**config.mk**
```make
export PLATFORM = sky130hd
export DESIGN_NAME = uart_rx_fifo
export DESIGN_NICKNAME = d
export VERILOG_FILES = /design/src/rtl/uart_pkg.sv /design/src/rtl/rx_fifo.sv /design/src/rtl/uart_rx_fifo.sv
export SDC_FILE = /design/constraint.sdc
export NUM_CORES = 1
export LEC_CHECK = 0
export ABC_CLOCK_PERIOD_IN_PS = 2210
export BUFFER_PORTS_ARGS = -buffer_cell sky130_fd_sc_hd__buf_2
export CORE_MARGIN = 2
export CORE_UTILIZATION = 40
export CTS_BUF_LIST = sky130_fd_sc_hd__clkbuf_2 sky130_fd_sc_hd__clkbuf_4 sky130_fd_sc_hd__clkbuf_8
export DETAILED_ROUTE_END_ITERATION = 10
export SLEW_MARGIN = 25
export SYNTH_ARGS = -nofsm -noshare
export SYNTH_HDL_FRONTEND = slang
export SYNTH_SLANG_ARGS = --single-unit
```
**constraint.sdc**
```tcl
create_clock -name clk -period 2.21 [get_ports clk]
set_clock_uncertainty 0.15 [all_clocks]
set_input_delay 0.1105 -clock clk [delete_from_list [all_inputs] [get_ports clk]]
set_output_delay 0.1105 -clock clk [all_outputs]
set_load 0.005 [all_outputs]
```
**src/rtl/uart_pkg.sv**
```systemverilog
// Shared UART receive definitions: deserializer state encoding and default timing.
package uart_pkg;

  localparam int DEF_CLK_FREQ = 25_000_000;
  localparam int DEF_BAUD     = 115_200;

  typedef enum logic [1:0] {
    ST_IDLE,
    ST_START,
    ST_DATA,
    ST_STOP
  } rx_state_e;

endpackage

```
**src/rtl/rx_fifo.sv**
```systemverilog
// Show-ahead byte FIFO. The head entry is always presented on rd_data.
// A push while full is accepted only if the same cycle also pops.
module rx_fifo #(
  parameter int DEPTH = 4
) (
  input  logic                     clk,
  input  logic                     rst,
  input  logic                     push,
  input  logic [7:0]               push_data,
  input  logic                     pop,
  output logic [7:0]               rd_data,
  output logic                     full,
  output logic                     empty,
  output logic [$clog2(DEPTH):0]   count
);

  localparam int AW = $clog2(DEPTH);
  localparam logic [AW:0] FULL_CNT = (AW+1)'(DEPTH);

  logic [7:0]    mem_q [DEPTH];
  logic [7:0]    mem_d [DEPTH];
  logic [AW-1:0] wptr_q, wptr_d;
  logic [AW-1:0] rptr_q, rptr_d;
  logic [AW:0]   count_q, count_d;
  logic          do_push, do_pop;

  assign full    = (count_q == FULL_CNT);
  assign empty   = (count_q == '0);
  assign count   = count_q;
  assign rd_data = mem_q[rptr_q];

  // Qualify requests: pops need data, pushes need room (a same-cycle pop frees it).
  always_comb begin
    do_pop  = pop & ~empty;
    do_push = push & (~full | do_pop);
    mem_d   = mem_q;
    wptr_d  = wptr_q;
    rptr_d  = rptr_q;
    count_d = count_q;
    if (do_push) begin
      mem_d[wptr_q] = push_data;
      wptr_d        = wptr_q + 1'b1;
    end
    if (do_pop) rptr_d = rptr_q + 1'b1;
    case ({do_push, do_pop})
      2'b10:   count_d = count_q + 1'b1;
      2'b01:   count_d = count_q - 1'b1;
      default: count_d = count_q;
    endcase
  end

  // Pointer and occupancy state; pointers wrap naturally (DEPTH is a power of two).
  always_ff @(posedge clk) begin
    if (rst) begin
      wptr_q  <= '0;
      rptr_q  <= '0;
      count_q <= '0;
    end else begin
      wptr_q  <= wptr_d;
      rptr_q  <= rptr_d;
      count_q <= count_d;
    end
  end

  // Storage array carries no reset; contents are only observed when count is non-zero.
  always_ff @(posedge clk) begin
    mem_q <= mem_d;
  end

endmodule

```
**src/rtl/uart_rx_fifo.sv**
```systemverilog
// 8N1 UART receiver feeding a show-ahead FIFO, with sticky frame/overflow flags.
module uart_rx_fifo
  import uart_pkg::*;
#(
  parameter int CLK_FREQ = DEF_CLK_FREQ,
  parameter int BAUD     = DEF_BAUD,
  parameter int DEPTH    = 4
) (
  input  logic                   clk,
  input  logic                   rst,
  input  logic                   uart_rxd,
  output logic [7:0]             rx_data,
  output logic                   rx_data_ready,
  input  logic                   rx_data_accept,
  input  logic                   err_clr,
  output logic                   rx_frame_err,
  output logic                   rx_overflow,
  output logic [$clog2(DEPTH):0] rx_count
);

  localparam int BIT_DIV  = CLK_FREQ / BAUD;
  localparam int HALF_DIV = BIT_DIV / 2;
  localparam int CNT_W    = $clog2(BIT_DIV + 1);
  localparam logic [CNT_W-1:0] BIT_LAST  = CNT_W'(BIT_DIV - 1);
  localparam logic [CNT_W-1:0] HALF_LAST = CNT_W'(HALF_DIV - 1);

  logic rxd_meta_q, rxd_sync_q, rxd_prev_q;
  logic fall;

  rx_state_e        state_q, state_d;
  logic [CNT_W-1:0] cnt_q, cnt_d;
  logic [2:0]       bit_q, bit_d;
  logic [7:0]       shift_q, shift_d;
  logic             stop_tick;

  logic frame_err_q, frame_err_d;
  logic overflow_q, overflow_d;
  logic push, pop, fifo_full, fifo_empty;

  // Two-flop synchronizer plus a history flop for falling-edge detection; idle-high reset.
  always_ff @(posedge clk) begin
    if (rst) begin
      rxd_meta_q <= 1'b1;
      rxd_sync_q <= 1'b1;
      rxd_prev_q <= 1'b1;
    end else begin
      rxd_meta_q <= uart_rxd;
      rxd_sync_q <= rxd_meta_q;
      rxd_prev_q <= rxd_sync_q;
    end
  end

  // Only a true 1->0 transition starts a frame, so a line stuck low never retriggers.
  assign fall = rxd_prev_q & ~rxd_sync_q;

  // Deserializer next state: mid-bit sampling, LSB first, stop sample raises stop_tick.
  always_comb begin
    state_d   = state_q;
    cnt_d     = cnt_q;
    bit_d     = bit_q;
    shift_d   = shift_q;
    stop_tick = 1'b0;
    unique case (state_q)
      ST_IDLE: begin
        cnt_d = '0;
        bit_d = '0;
        if (fall) state_d = ST_START;
      end
      ST_START: begin
        if (cnt_q == HALF_LAST) begin
          cnt_d   = '0;
          bit_d   = '0;
          // Line back high at mid-start means a glitch: silently abandon.
          state_d = rxd_sync_q ? ST_IDLE : ST_DATA;
        end else begin
          cnt_d = cnt_q + 1'b1;
        end
      end
      ST_DATA: begin
        if (cnt_q == BIT_LAST) begin
          cnt_d   = '0;
          shift_d = {rxd_sync_q, shift_q[7:1]};
          if (bit_q == 3'd7) state_d = ST_STOP;
          else               bit_d   = bit_q + 1'b1;
        end else begin
          cnt_d = cnt_q + 1'b1;
        end
      end
      ST_STOP: begin
        if (cnt_q == BIT_LAST) begin
          cnt_d     = '0;
          stop_tick = 1'b1;
          state_d   = ST_IDLE;
        end else begin
          cnt_d = cnt_q + 1'b1;
        end
      end
      default: state_d = ST_IDLE;
    endcase
  end

  // Deserializer registers; reset drops any partial byte.
  always_ff @(posedge clk) begin
    if (rst) begin
      state_q <= ST_IDLE;
      cnt_q   <= '0;
      bit_q   <= '0;
      shift_q <= '0;
    end else begin
      state_q <= state_d;
      cnt_q   <= cnt_d;
      bit_q   <= bit_d;
      shift_q <= shift_d;
    end
  end

  assign pop  = rx_data_accept & ~fifo_empty;
  assign push = stop_tick & rxd_sync_q;

  // Sticky flags: a set event in the same cycle as err_clr wins.
  always_comb begin
    frame_err_d = (stop_tick & ~rxd_sync_q) | (frame_err_q & ~err_clr);
    overflow_d  = (push & fifo_full & ~pop) | (overflow_q & ~err_clr);
  end

  // Flag registers.
  always_ff @(posedge clk) begin
    if (rst) begin
      frame_err_q <= 1'b0;
      overflow_q  <= 1'b0;
    end else begin
      frame_err_q <= frame_err_d;
      overflow_q  <= overflow_d;
    end
  end

  rx_fifo #(.DEPTH(DEPTH)) u_fifo (
    .clk       (clk),
    .rst       (rst),
    .push      (push),
    .push_data (shift_q),
    .pop       (pop),
    .rd_data   (rx_data),
    .full      (fifo_full),
    .empty     (fifo_empty),
    .count     (rx_count)
  );

  assign rx_data_ready = ~fifo_empty;
  assign rx_frame_err  = frame_err_q;
  assign rx_overflow   = overflow_q;

endmodule

```
# Word-level counts from Yosys, hierarchy flattened

Cells that the tools add are included.

Add/subtract/negate cells: 6
Order comparisons: 3
Eq/ne operators: 15
Mux-type cells: 23
Bitwise gates (word level): 20
Reduce and logical (&&, ||, !) cells: 9

Operators with widths:

| kind                                                            | number |
|---|---|
| 8-bit two-way mux                                               | 5 |
| 32-bit bitwise mux                                              | 1 |
| 8-bit case mux with 3 select lines                              | 1 |
| 8-bit binary-select mux with 2-bit select                       | 1 |
| 8-bit demux with 2-bit select                                   | 1 |
| 2-bit two-way mux                                               | 6 |
| 2-bit inequality test, second input constant                    | 6 |
| 1-bit bitwise AND                                               | 10 |
| 3-bit two-way mux                                               | 3 |
| 3-bit case mux with 3 select lines                              | 1 |
| 8-bit by 1-bit adder with 8-bit output, second input constant   | 1 |
| 8-bit by 7-bit == test with 1-bit output, second input constant | 1 |
| 8-bit == test, second input constant                            | 1 |
| 2-bit case mux with 4 select lines                              | 1 |
| 3-bit by 1-bit adder with 3-bit output, second input constant   | 2 |
| 2-bit == test, second input constant                            | 3 |
| 3-bit == test, second input constant                            | 2 |
| 3-bit >= comparator, second input constant                      | 2 |
| 2-bit inverter with 3-bit output                                | 2 |
| 3-bit case mux with 2 select lines                              | 1 |
| 1-bit inverter                                                  | 5 |
| 5-bit AND reduction                                             | 1 |
| 2-bit by 1-bit adder with 2-bit output, second input constant   | 2 |
| 2-bit by 1-bit == test with 1-bit output, second input constant | 2 |
| 12 further kinds                                                | 15 |

Flip-flop bits (word level): 65
Input bits: 5
Word-level logic and storage cells: 92

# Longest topological paths before layout

Word-level depth: 8
Mapped depth: 11
Gate-level depth less buffers: 11

# Modules after synthesis

Synthesis repeated with hierarchy kept, for this count alone.

Cells, all modules: 208
Area total of the unflattened synthesis: 2,755.1 µm²

By module, submodules not included:

| module       | times used | cells each | area an instance (µm²) |
|---|---|---|---|
| rx_fifo      | 1          | 93         | 1,604.0 |
| uart_rx_fifo | 1          | 115        | 1,151.1 |

# Worst setup path after synthesis

OpenSTA, ideal clock, no wires.

Path kind: flip-flop to flip-flop
Start point: reg cnt_q[0]
End point: reg u_fifo.count_q[2] (netlist: u_fifo.count[2])
Arrival time: 2.114 ns
Setup slack: -0.124 ns
Cell stages (with the launch flop): 12
Buffers on the path: 0
Cells stage by stage: dfxtp_1 > inv_1 > ha_1 > nand4b_4 > nor4_4 > inv_1 > ha_1 > inv_1 > fa_1 > xor2_1 > or3_1 > a21oi_1

Cells in the longest elaborated chain, start to end: 7
Elaborated cells on any way between the ends: 9
Classes of those cells: eq/ne (3); mux (3); bitwise (2); reduce/logical (1)

RTL lines:

| what                                                                      | RTL line            | text |
|---|---|---|
| start, declared                                                           | uart_rx_fifo.sv:31  | `logic [CNT_W-1:0] cnt_q, cnt_d;` |
| start signal, assigned                                                    | uart_rx_fifo.sv:111 | `cnt_q <= cnt_d;` |
| 8-bit == test *                                                           | uart_rx_fifo.sv:90  | `if (cnt_q == BIT_LAST) begin` |
| 1-bit two-way mux *                                                       | uart_rx_fifo.sv:90  |  |
| 1-bit two-way mux *                                                       | uart_rx_fifo.sv:63  | `unique case (state_q)` |
| 1-bit bitwise AND *                                                       | uart_rx_fifo.sv:118 | `assign push = stop_tick & rxd_sync_q;` |
| 1-bit bitwise AND *                                                       | rx_fifo.sv:35       | `do_push = push & (~full \| do_pop);` |
| 2-bit by 1-bit == test with 1-bit output or 2-bit == test (tied branches) | rx_fifo.sv:45       | `case ({do_push, do_pop})` |
| 3-bit case mux with 2 select lines or 2-bit nonzero test (tied branches)  | -                   |  |
| end signal, assigned                                                      | rx_fifo.sv:61       | `count_q <= count_d;` |
| end, declared                                                             | rx_fifo.sv:24       | `logic [AW:0] count_q, count_d;` |

Mark *: on every way between the ends. The rest lies on a longest branch, timed or not.
A chain may end at the register's enable or synchronous reset.

# Final worst setup path

Start point: reg u_fifo.count_q[0] (netlist: u_fifo.count[0])
End point: reg u_fifo.count_q[2] (netlist: u_fifo.count[2])

Cells in the longest elaborated chain, start to end: 8
Elaborated cells on any way between the ends: 14
Classes of those cells: add/sub (2); eq/ne (3); mux (1); bitwise (6); reduce/logical (2)

RTL lines:

| what                                                                      | RTL line                           | text |
|---|---|---|
| 3-bit zero test                                                           | rx_fifo.sv:28                      | `assign empty = (count_q == '0);` |
| 1-bit inverter                                                            | rx_fifo.sv:34, uart_rx_fifo.sv:117 |  |
| 1-bit bitwise AND                                                         | uart_rx_fifo.sv:117                | `assign pop = rx_data_accept & ~fifo_empty;` |
| 1-bit bitwise AND                                                         | rx_fifo.sv:34                      | `do_pop = pop & ~empty;` |
| 1-bit OR                                                                  | rx_fifo.sv:35                      |  |
| 1-bit bitwise AND                                                         | rx_fifo.sv:35                      |  |
| 2-bit by 1-bit == test with 1-bit output or 2-bit == test (tied branches) | rx_fifo.sv:45                      |  |
| 3-bit case mux with 2 select lines or 2-bit nonzero test (tied branches)  | -                                  |  |

Parallel ways exist; a longest one is shown, timed or not.

==> flow_summary.ini <==
[outcome]
status = finished clean

[finish]
instances_no_fill = 329
final_util = 0.515
multi_input_area_um2 = 1020
nFillCells = 554
nNetsFinal = 262
fin_area_um2 = 3310
ff_latch_area_um2 = 1630
areaGrowthSynthToFinish_pct = 22.8
antenna_cells = 0
drive_above_1_share = 0.349

[die]
io_pins = 19
die_w_um = 86.1
dieArea_um2 = 7410
initial_utilization = 0.419
rows = 29
die_height_um = 86.1
core_um2 = 6420

[place]
port_buffers = 18
hpwl_mm = 3.04
dpl-instance-area_um2 = 3010
dp_cells = 307
gp_congestion = 0.756
dpl_worst_slack_ns = -0.00845

[clock_tree]
clk_latency_ns = 0.33
cts_buffers = 9
clk_pin_slew_ns = 0.07
cts_tree = built
cts_sinks = 65
cts-root-buf = clkbuf_8
htreeDepth = 3
cts_buffer_depth = 2

[route]
drtAntennaViolNets = 0
vias = 1603
drcViolationCount = 0
first_iter_violations = 60
wl_mm = 4.55
dr.pass1.iters = 4
wl_per_cell_um = 13.8
viasPerCell = 4.87

[timing]
period_minus_slack_ns = 2.12
report.final.slew_viol_count = 0
max_freq_ghz = 0.472
setup_tns_ns = 0
max_slew_margin = 0.663
timing.final.crit_share = 0.959
tightest_slew_ns = 0.506
hold_viol = 0
grt_setup_unrepaired = true
timing.final.ws_setup_ns = 0.0914
hold_ws_ns = 0.0758
setup_violations = 0

[min_path]
min_path_type = input port to flip-flop

[critical_path]
crit_type = flip-flop to flip-flop
cp.required_ns = 2.32
critPathLaunchType = flip-flop
critPathCaptureType = flip-flop
arrival_ns = 2.23
critPathMaxFanout = 4

[power_and_ir_drop]
seqPwrFrac = 0.521
power_frac_comb = 0.014
cellPowerDensity_nw_per_um2 = 729
power_frac_clock = 0.465
leakagePower_nw = 1.20
swShare = 0.207
p_sw_uw = 499
power_mw = 2.41
p_int_mw = 1.91
ir_worst_vdd_mv = 0.265

[synthesis]
yosysUniqueCellTypes = 44
netlist_top_cells_area = edfxtp_1 (36%), dfxtp_1 (25%), mux4_2 (6.7%)
synth_edf_count = 32
synth_top_flop_cell = dfxtp_1
ys_seq_area_frac = 0.602
synth_area_leader_cell = edfxtp_1
async_reset_ff_frac = 0
synth-seq-cells = 65
synthCells = 199
yosysWarnings = 0
synth_area_um2 = 2690
synth_area_per_cell_um2 = 13.5
yosysTopAreaCellShare = 0.357
synth_nets = 214

[global_route]
antenna_found_initial = 0
grt_use_total = 0.142
overflow = 0
grt_max_degree = 27
grt_pass1_wl_mm = 7.92
grt_pass1_vias = 1608

[job]
max-cap-violations = 0
Yosys cell counts, types with 3 or more instances:
cell       n
dfxtp_1   33
mux4_2     8
mux2i_1   10
or2_2      3
nand3_1    3
a21oi_1    3
inv_1     13
ha_1       9
nor2_1    27
nand2_1    6
and2_1     4
xnor2_1    6
edfxtp_1  32
clkbuf_1   4
xor2_1     5
cells in the final DEF (no fill, tap or decap), drive strengths merged, types with 3 or more instances in the layout:
master  Yosys  layout
nand3       3       3
nand2       6       6
mux4        8       8
edfxtp     32      32
nor2       27      27
buf         3      42
mux2i      10      10
and2        4       4
ha          9       9
dfxtp      33      33
inv        13      15
xnor2       6       6
a21oi       3       3
nor3        3       3
or2         3       3
clkbuf      4       9
xor2        5       5
per-layer routing:
metal,routed length (µm),vias up,track usage
met5,0,-,0
met2,2190,18,0.225
met4,37,0,0.0563
met1,2220,763,0.176
met3,101,4,0.0510
li1,-,818,-
sequential cells by signal (all words and copies together), names as in the netlist, named ones only:
| signal | flops |
|---|---|
| u_fifo.mem_q | 32 |
| cnt_q | 8 |
| shift_q | 8 |
| bit_q | 3 |
| u_fifo.count | 3 |
| u_fifo.rptr_q | 2 |
| u_fifo.wptr_q | 2 |
| rx_frame_err | 1 |
| rx_overflow | 1 |
| rxd_meta_q | 1 |
| rxd_prev_q | 1 |
| rxd_sync_q | 1 |
| state_q | 1 |
kinds of logic after synthesis:
family | after synthesis | share of synthesized area
AO/OA/AOI/OAI | 16 | 0.0460
XOR/XNOR | 11 | 0.0358
adder cells (fa/ha/maj) | 10 | 0.0492
buffers and inverters | 20 | 0.0311
flip-flops | 65 | 0.602
multiplexers | 19 | 0.108
AND/OR/NAND/NOR | 58 | 0.128
area by class of cell:
| class | count | area share |
|---|---|---|
| timing repair buffer | 44 | 0.0878 |
| tap | 77 | 0.0291 |
| multi-input combinational | 114 | 0.309 |
| clock buffer | 9 | 0.0375 |
| clock inverter | 7 | 0.0306 |
| inverter | 13 | 0.0148 |
| sequential | 65 | 0.491 |
worst max-delay path: stages, from the launching register on:
cell and delay [ns]:
dfxtp_1 0.36, nor4b_4 0.29, nor4_4 0.08, inv_1 0.06, ha_2 0.18, inv_2 0.04, fa_2 0.33, xor2_1 0.15
or3_1 0.30, a21oi_1 0.12
path summary, 6_finish.rpt:
path | from | to | slack (ns) | cells past startpoint
max reg2reg | u_fifo.count[0] | u_fifo.count[2] | 0.09 | 9
min | rst | u_fifo.rptr_q[1] | 0.08 | 2
max | u_fifo.count[0] | u_fifo.count[2] | 0.09 | 9
min reg2reg | rxd_meta_q | rxd_sync_q | 0.28 | 1
what timing repair did:
item / CTS / global route
pin swaps: 1 / 3
gates cloned: 0 / 0
buffers inserted: 1 / 3
hold buffers: 2 / 0
endpoints found under the setup margin: 1 / 2
hold endpoints to repair: 3 / 0
resized for setup: 3 / 8
power by group through the flow:
stage	clock [mW]	sequential, mW	combinational (mW)
2_1_floorplan	0	1.28	0.0187
3_3_place_gp	0	1.28	0.0306
3_5_place_dp	0	1.28	0.0307
4_1_cts	1.16	1.26	0.0337
5_1_grt	1.22	1.26	0.0384
6_report	1.12	1.26	0.0344
No activity file was read; power rests on OpenSTA's default activity.
